$ cat src/rtl/dense_layer_core.sv
// dense_layer_core: single-neuron dense layer, y0 = bias + sum(w[i]*x[i]).
// One sequential MAC step per cycle, with every run timestamped by a free-running
// 64-bit cycle counter for host readback.
module dense_layer_core #(
    parameter int N_INPUTS = 8,
    parameter int DATA_W   = 16,
    parameter int RELU     = 0
) (
    input  logic                         clk,
    input  logic                         rst,
    input  logic                         start,
    input  logic                         debug_rst_local,
    input  logic [N_INPUTS*DATA_W-1:0]   x_flat,
    input  logic [N_INPUTS*DATA_W-1:0]   w_flat,
    input  logic [31:0]                  bias,
    output logic [31:0]                  output_y0,
    output logic [31:0]                  debug_counter,
    output logic [63:0]                  start_time,
    output logic [63:0]                  end_time,
    output logic                         busy,
    output logic                         done
);

    typedef enum logic [1:0] {
        IDLE = 2'd0,
        MAC  = 2'd1,
        DONE = 2'd2
    } state_t;

    localparam int IDX_W = (N_INPUTS > 1) ? $clog2(N_INPUTS) : 1;
    localparam logic [IDX_W-1:0] LAST_IDX = IDX_W'(N_INPUTS - 1);

    state_t                    state;
    state_t                    state_nxt;
    logic                      start_q;
    logic                      start_rise;
    logic                      launch;
    logic                      mac_en;
    logic                      finish;
    logic [IDX_W-1:0]          idx;
    logic signed [31:0]        acc;
    logic signed [31:0]        result;
    logic [63:0]               cycle_cnt;
    logic signed [DATA_W-1:0]  x_sel;
    logic signed [DATA_W-1:0]  w_sel;
    logic signed [2*DATA_W-1:0] prod;
    logic signed [31:0]        prod_ext;

    // Only a 0->1 transition of the level request counts; a held start is one run.
    assign start_rise = start & ~start_q;

    // State register.
    always_ff @(posedge clk) begin
        // NOTE: sequential state uses non-blocking (<=) so every register samples
        // pre-edge values regardless of block ordering.
        if (rst) begin
            state <= IDLE;
        end else begin
            state <= state_nxt;
        end
    end

    // Next-state logic: IDLE -> MAC -> DONE -> IDLE; rises outside IDLE are dropped.
    always_comb begin
        // NOTE: default first so no path leaves state_nxt unassigned (no latch).
        state_nxt = state;
        case (state)
            IDLE:    if (start_rise) state_nxt = MAC;
            MAC:     if (idx == LAST_IDX) state_nxt = DONE;
            DONE:    state_nxt = IDLE;
            default: state_nxt = IDLE;
        endcase
    end

    // Output/control decode from the current state.
    always_comb begin
        busy   = (state != IDLE);
        launch = (state == IDLE) && start_rise;
        mac_en = (state == MAC);
        finish = (state == DONE);
    end

    // Select the current element pair; operands are read live from the flat buses.
    always_comb begin
        x_sel = '0;
        w_sel = '0;
        for (int i = 0; i < N_INPUTS; i++) begin
            if (idx == IDX_W'(i)) begin
                x_sel = x_flat[i*DATA_W +: DATA_W];
                w_sel = w_flat[i*DATA_W +: DATA_W];
            end
        end
    end

    assign prod = x_sel * w_sel;

    // Fit the full-precision product to the 32-bit accumulator (sign-extend or truncate).
    generate
        if (2 * DATA_W >= 32) begin : g_prod_trunc
            assign prod_ext = prod[31:0];
        end else begin : g_prod_sext
            assign prod_ext = {{(32 - 2*DATA_W){prod[2*DATA_W-1]}}, prod};
        end
    endgenerate

    // Optional ReLU clamp applied only when publishing the result.
    assign result = ((RELU != 0) && acc[31]) ? 32'sd0 : acc;

    // Datapath: cycle counter, MAC accumulation, timestamps and result publication.
    always_ff @(posedge clk) begin
        if (rst) begin
            cycle_cnt  <= '0;
            start_q    <= 1'b0;
            acc        <= '0;
            idx        <= '0;
            output_y0  <= '0;
            start_time <= '0;
            end_time   <= '0;
            done       <= 1'b0;
        end else begin
            cycle_cnt <= cycle_cnt + 64'd1;
            start_q   <= start;
            done      <= 1'b0;
            if (launch) begin
                acc        <= bias;
                idx        <= '0;
                start_time <= cycle_cnt;
            end
            if (mac_en) begin
                acc <= acc + prod_ext;
                idx <= idx + 1'b1;
            end
            if (finish) begin
                output_y0 <= result;
                end_time  <= cycle_cnt;
                done      <= 1'b1;
            end
        end
    end

    // Completed-run counter; the local debug clear wins over a same-cycle increment.
    always_ff @(posedge clk) begin
        if (rst || debug_rst_local) begin
            debug_counter <= '0;
        end else if (finish) begin
            debug_counter <= debug_counter + 32'd1;
        end
    end

endmodule

$ cat config.mk
export PLATFORM = sky130hd
export DESIGN_NAME = dense_layer_core
export DESIGN_NICKNAME = d
export VERILOG_FILES = /design/src/rtl/dense_layer_core.sv
export SDC_FILE = /design/constraint.sdc
export NUM_CORES = 2
export LEC_CHECK = 0
export CORE_MARGIN = 10
export CORE_UTILIZATION = 47
export CTS_BUF_LIST = sky130_fd_sc_hd__clkbuf_16
export CTS_CLUSTER_DIAMETER = 50
export CTS_CLUSTER_SIZE = 10
export DETAILED_ROUTE_END_ITERATION = 7
export PLACE_DENSITY = 0.74
export SETUP_SLACK_MARGIN = 0.1
export SYNTH_ARGS = -nofsm -noshare
export SYNTH_HDL_FRONTEND = slang
export SYNTH_SLANG_ARGS = --single-unit
$ cat constraint.sdc
create_clock -name clk -period 25.7 [get_ports clk]
set_clock_uncertainty 0.1 [all_clocks]
set_input_delay 5.14 -clock clk [delete_from_list [all_inputs] [get_ports clk]]
set_output_delay 5.14 -clock clk [all_outputs]
set_load 0.01 [all_outputs]
# Word level (Yosys, flattened, before mapping)
# Index checks and enable logic that the tools add are counted.
[op_classes] bitwise_logic=2 n_lt_le_gt_ge=0 multipliers=1 shifts=0 muxes=24 n_addsub=4 div=0 eq_ne=11 reduce_logical=7
[op_table] cell="$mux 16" count=16
[op_table] cell="$add 64x1->64 const B" count=1
[op_table] cell="$mux 32" count=2
[op_table] cell="$add 32x1->32 const B" count=1
[op_table] cell="$add 32x32->32" count=1
[op_table] cell="$mul 16x16->32" count=1
[op_table] cell="$eq 3x3->1 const B" count=4
[op_table] cell="$eq 3x2->1 const B" count=2
[op_table] cell="$mux 3" count=2
[op_table] cell="$mux 2" count=2
[op_table] cell="$pmux 2 s2" count=1
[op_table] cell="$reduce_bool 2->1" count=2
[op_table] cell="$add 3x1->3 const B" count=1
[op_table] cell="$eq 3x1->1 const B" count=1
[op_table] cell="$logic_not 3->1" count=1
[op_table] cell="$eq 2x1->1 const B" count=1
[op_table] cell="$eq 2x2->1 const B" count=1
[op_table] cell="$logic_not 2->1" count=1
[op_table] cell="$ne 2x1->1 const B" count=1
[op_table] cell="$ne 2x2->1 const B" count=1
[op_table] cell="$reduce_and 2->1" count=1
[op_table] cell="$and 1x1->1" count=1
[op_table] cell="$logic_and 1x1->1" count=1
[op_table] cell="$logic_or 1x1->1" count=1
[op_table] cell="other kinds (2)" count=2
[totals] input_bits=292 ram_bits=0 regBits=295 mem_count=0 latch_bits=0 rom_bits=0 output_inout_bits=194

# Longest topological paths before layout
[logic_depth] word_depth=12 ltp_mapped=35

# Worst setup path after synthesis
# No wires, ideal clock.
[synth_path] kind="input -> register" from="input port w_flat[6]" to="register acc[25]" t_arrival_ns=11.664 n_path_buf=2 setup_slack_ns=13.845 setup_ns=0.091 cell_stages=28 path_cell_list="a221oi_1 o311ai_1 o21ai_0 nor2_1 a21oi_1 a221o_1 clkbuf_1 nor2_1 fa_1 fa_1 inv_1 fa_1 inv_1 fa_1 fa_1 inv_1 fa_1 inv_1 ha_1 clkbuf_1 a21oi_2 a21oi_1 or3_1 a311o_1 or2_2 xor2_1 nor2_1 a311oi_1"
[synth_via] elab_chain_cells=11
[synth_rtl] element="start, declared" line_no="14" source="input logic [N_INPUTS*DATA_W-1:0] w_flat,"
[synth_rtl] element="$mux 16 (8 in a row)" line_no="88" source="if (idx == IDX_W'(i)) begin"
[synth_rtl] element="$mul 16x16->32" line_no="95" source="assign prod = x_sel * w_sel;"
[synth_rtl] element="$add 32x32->32" line_no="130" source="acc <= acc + prod_ext;"
[synth_rtl] element="$mux 32" line_no="129" source="if (mac_en) begin"
[synth_rtl] element="end signal, assigned" line_no="125" source="acc <= bias;"
[synth_rtl] element="end signal, assigned" line_no="130"
[synth_rtl] element="end, declared" line_no="41" source="logic signed [31:0] acc;"
# No other way between the ends.
# A chain may end at the register's enable or synchronous reset.

# Worst setup path after layout
[layout_path] from="input port x_flat[22]" to="register acc[23]"
[layout_via] elab_chain_cells=10
[layout_rtl] element="start, declared" line_no="13" source="input logic [N_INPUTS*DATA_W-1:0] x_flat,"
[layout_rtl] element="$mux 16 (7 in a row)" line_no="88"
[layout_rtl] element="$mul 16x16->32" line_no="95"
[layout_rtl] element="$add 32x32->32" line_no="130"
[layout_rtl] element="$mux 32" line_no="129"
# No other way between the ends.

==> flow_metrics.env <==
export IMPL_cts_buffers=37
export IMPL_initial_utilization_pct=47.6
export IMPL_yosys_area_share_simple_pct=20.1
export IMPL_grt_setup_unrepaired="false"
export IMPL_syn_area_um2=24500
export IMPL_nets=4044
export IMPL_worst_setup_path_start_kind="input port"
export IMPL_cts_root_buf="clkbuf_16"
export IMPL_final_common_cell="nand2_1"
export IMPL_core_rowCount=83
export IMPL_synth_seq_cells=295
export IMPL_fin_tns_setup_ns=0
export IMPL_critPathBufInv=6
export IMPL_ioPinCount=486
export IMPL_final_cell_mix="nand2_1 (558), clkdlybuf4s50_1 (484), inv_1 (388)"
export IMPL_seqCellArea_um2=5910
export IMPL_core_area_um2=51400
export IMPL_place_area_um2=29800
export IMPL_timing_rr_end="acc[23]"
export IMPL_cpLargestDelayFamily="adder cells"
export IMPL_final_cells=4060
export IMPL_grt_pass1_vias=23200
export IMPL_synth_compound_area_share_pct=13.6
export IMPL_cts_tree="done"
export IMPL_port_buffers=485
export IMPL_routedWlPerCell_um=21.8
export IMPL_gp_congestion=0.992
export IMPL_tightest_slew_ns=1.19
export IMPL_vias_per_cell=5.56
export IMPL_drt_first_pass_iters=5
export IMPL_r2r_start="idx[0]"
export IMPL_ys_warn_count=0
export IMPL_relSlewSlack_pct=20.5
export IMPL_clk_path_buf_depth=3
export IMPL_synth_main_ff_cell="dfxtp_1"
export IMPL_track_usage_pct=28.5
export IMPL_post_route_period_util_pct=51.2
export IMPL_fin_crit_ns=13.15
export IMPL_drive_above_1_share_pct=3.93
export IMPL_cts_setup_buffers=0
export IMPL_syn_avg_cell_area_um2=8.26
export IMPL_hold_path_depth=2
export IMPL_status="finished clean"
export IMPL_grt_pass1_wl_um=136000
export IMPL_end_kind="flop"
export IMPL_multiInputGateArea_um2=16500
export IMPL_drt_initial_drc_count=1816
export IMPL_worstPathArrival_ns=13.52
export IMPL_drv_slew=0
export IMPL_synth_cell_types=71
export IMPL_r2r_slack_ns=16.00
export IMPL_worstHoldEndpoint="end_time[36]"
export IMPL_crit_slowest_cell="a221oi_2"
export IMPL_synth_top_family_by_area="adder cells"
export IMPL_postCtsResizedCells=0
export IMPL_synthesis_nets=3652
export IMPL_synth_xor_area_share_pct=4.05
export IMPL_clk_pin_slew_worst_paths_ns=0.05
export IMPL_hold_path_class="reg2reg"
export IMPL_holdBufCountCts=0
export IMPL_design_die_area_um2=61600
export IMPL_dp_cells=3993
export IMPL_dp_hpwl_um=69700
export IMPL_hold_start="end_time[36]"
export IMPL_yosys_area_share_adder_pct=29.3
export IMPL_cp_common_cell="fa_1"
export IMPL_design_area_um2=30900
export IMPL_overflow=0
export IMPL_crit_required_ns=26.06
export IMPL_htreeDepth=2
export IMPL_drcViolationCount=0
export IMPL_synthMuxAreaShare_pct=0.210
export IMPL_setup_viol=0
export IMPL_antenna_found_initial=23
export IMPL_r2r_cells=30
export IMPL_area_growth_pct=26.3
export IMPL_final_hold_violation_count=0
export IMPL_synthCells=2962
export IMPL_vias=22600
export IMPL_dieWidth_um=248
export IMPL_cts_sinks=295
export IMPL_worst_skew_pair_late_latency_ns=0.54
export IMPL_place_ws_ns=12.26
export IMPL_path_max_fanout=8
export IMPL_nFillCells=4560
export IMPL_synth_seq_area_share_pct=24.1
export IMPL_critical_path_max_stage_delay_ns=0.85
export IMPL_grt_start_max_net_pins=105
export IMPL_synth_edff_count=0
export IMPL_async_reset_ff_share_pct=0
export IMPL_drv_cap=0
export IMPL_setup_ws_ns=12.55
export IMPL_die_h_um=248
export IMPL_clock_fmax_mhz=76.0
export IMPL_totalWireLength_um=88500
export IMPL_ant_nets=0
export IMPL_critical_path_class="in2reg"
## cell type report
type | instances | area share (%)
clock buffers | 38 | 3.08
multi-input cells | 2124 | 53.5
flip-flops and latches | 295 | 19.1
inverters | 385 | 4.68
diodes | 17 | 0.138
clock inverters | 10 | 0.344
well taps | 680 | 2.75
repair buffers | 511 | 16.4
## state kept, by name, summed over array words and instances, names as in the netlist
signal / cells
start_q: 1
idx: 3
state: 2
cycle_cnt: 64
end_time: 64
start_time: 64
acc: 32
debug_counter: 32
output_y0: 32
done: 1
## cells by family after synthesis
group / Yosys count
xor gates and xnor gates: 113
adders and majority gates: 398
muxes: 5
DFF: 295
and+or+nand+nor: 1129
AOI/OAI and AO/OA: 479
buffers and inverters: 543
## cells in the mapped netlist (16+ instances only)
| cell type | n | share of area (%) |
|---|---|---|
| a21o_1 | 16 | 0.49 |
| a21oi_1 | 234 | 4.8 |
| a221o_1 | 23 | 0.94 |
| a221oi_1 | 34 | 1.2 |
| a221oi_2 | 20 | 1.2 |
| a311oi_1 | 16 | 0.57 |
| and2_1 | 22 | 0.56 |
| and3_1 | 18 | 0.46 |
| buf_2 | 23 | 0.47 |
| clkbuf_1 | 114 | 1.7 |
| dfxtp_1 | 295 | 24 |
| fa_1 | 292 | 24 |
| ha_1 | 106 | 5.4 |
| inv_1 | 385 | 5.9 |
| nand2_1 | 559 | 8.6 |
| nand2b_1 | 32 | 0.82 |
| nand3_1 | 46 | 0.94 |
| nand4_1 | 22 | 0.56 |
| nor2_1 | 306 | 4.7 |
| nor3_1 | 44 | 0.90 |
| o21ai_0 | 49 | 1.0 |
| o311ai_1 | 31 | 1.1 |
| or3_1 | 22 | 0.56 |
| xnor2_1 | 49 | 1.8 |
| xor2_1 | 64 | 2.3 |
## layer usage
layer | wire [µm] | global-route usage (%)
met1 | 34500 | 35.0
met2 | 42900 | 47.3
met3 | 8580 | 8.86
met4 | 2390 | 8.96
met5 | 87 | 0
## worst reg2reg max path, delay by kind of cell, from the launching register on
kind / cells / cell delay (ns)
buffers and inverters: 7 / 0.77
and+or+nand+nor: 6 / 1.68
adders and majority gates: 8 / 3.73
DFF: 1 / 0.53
AOI/OAI and AO/OA: 9 / 2.79
## through the flow
step / utilization [%] / hold slack [ns]
3_3_place_gp: 57.9 / 0.341
2_1_floorplan: - / 0.341
4_1_cts: 60.0 / 0.354
3_5_place_dp: 57.9 / 0.347
5_1_grt: 60.1 / 0.376
6_report: 60.1 / 0.352
## how the worst max path moves through the flow
| stage | from | to | cells past startpoint |
|---|---|---|---|
| detailed placement | x_flat[22] | acc[23] | 27 |
| finish | x_flat[22] | acc[23] | 27 |
| CTS | x_flat[22] | acc[23] | 27 |
| global placement | x_flat[6] | acc[23] | 27 |
| global route | x_flat[6] | acc[23] | 27 |
| floorplan | w_flat[6] | acc[25] | 28 |
Power is left out: the tool's default activity adds up to more than one toggle a clock period on the data nets, which glitch-free logic cannot reach.
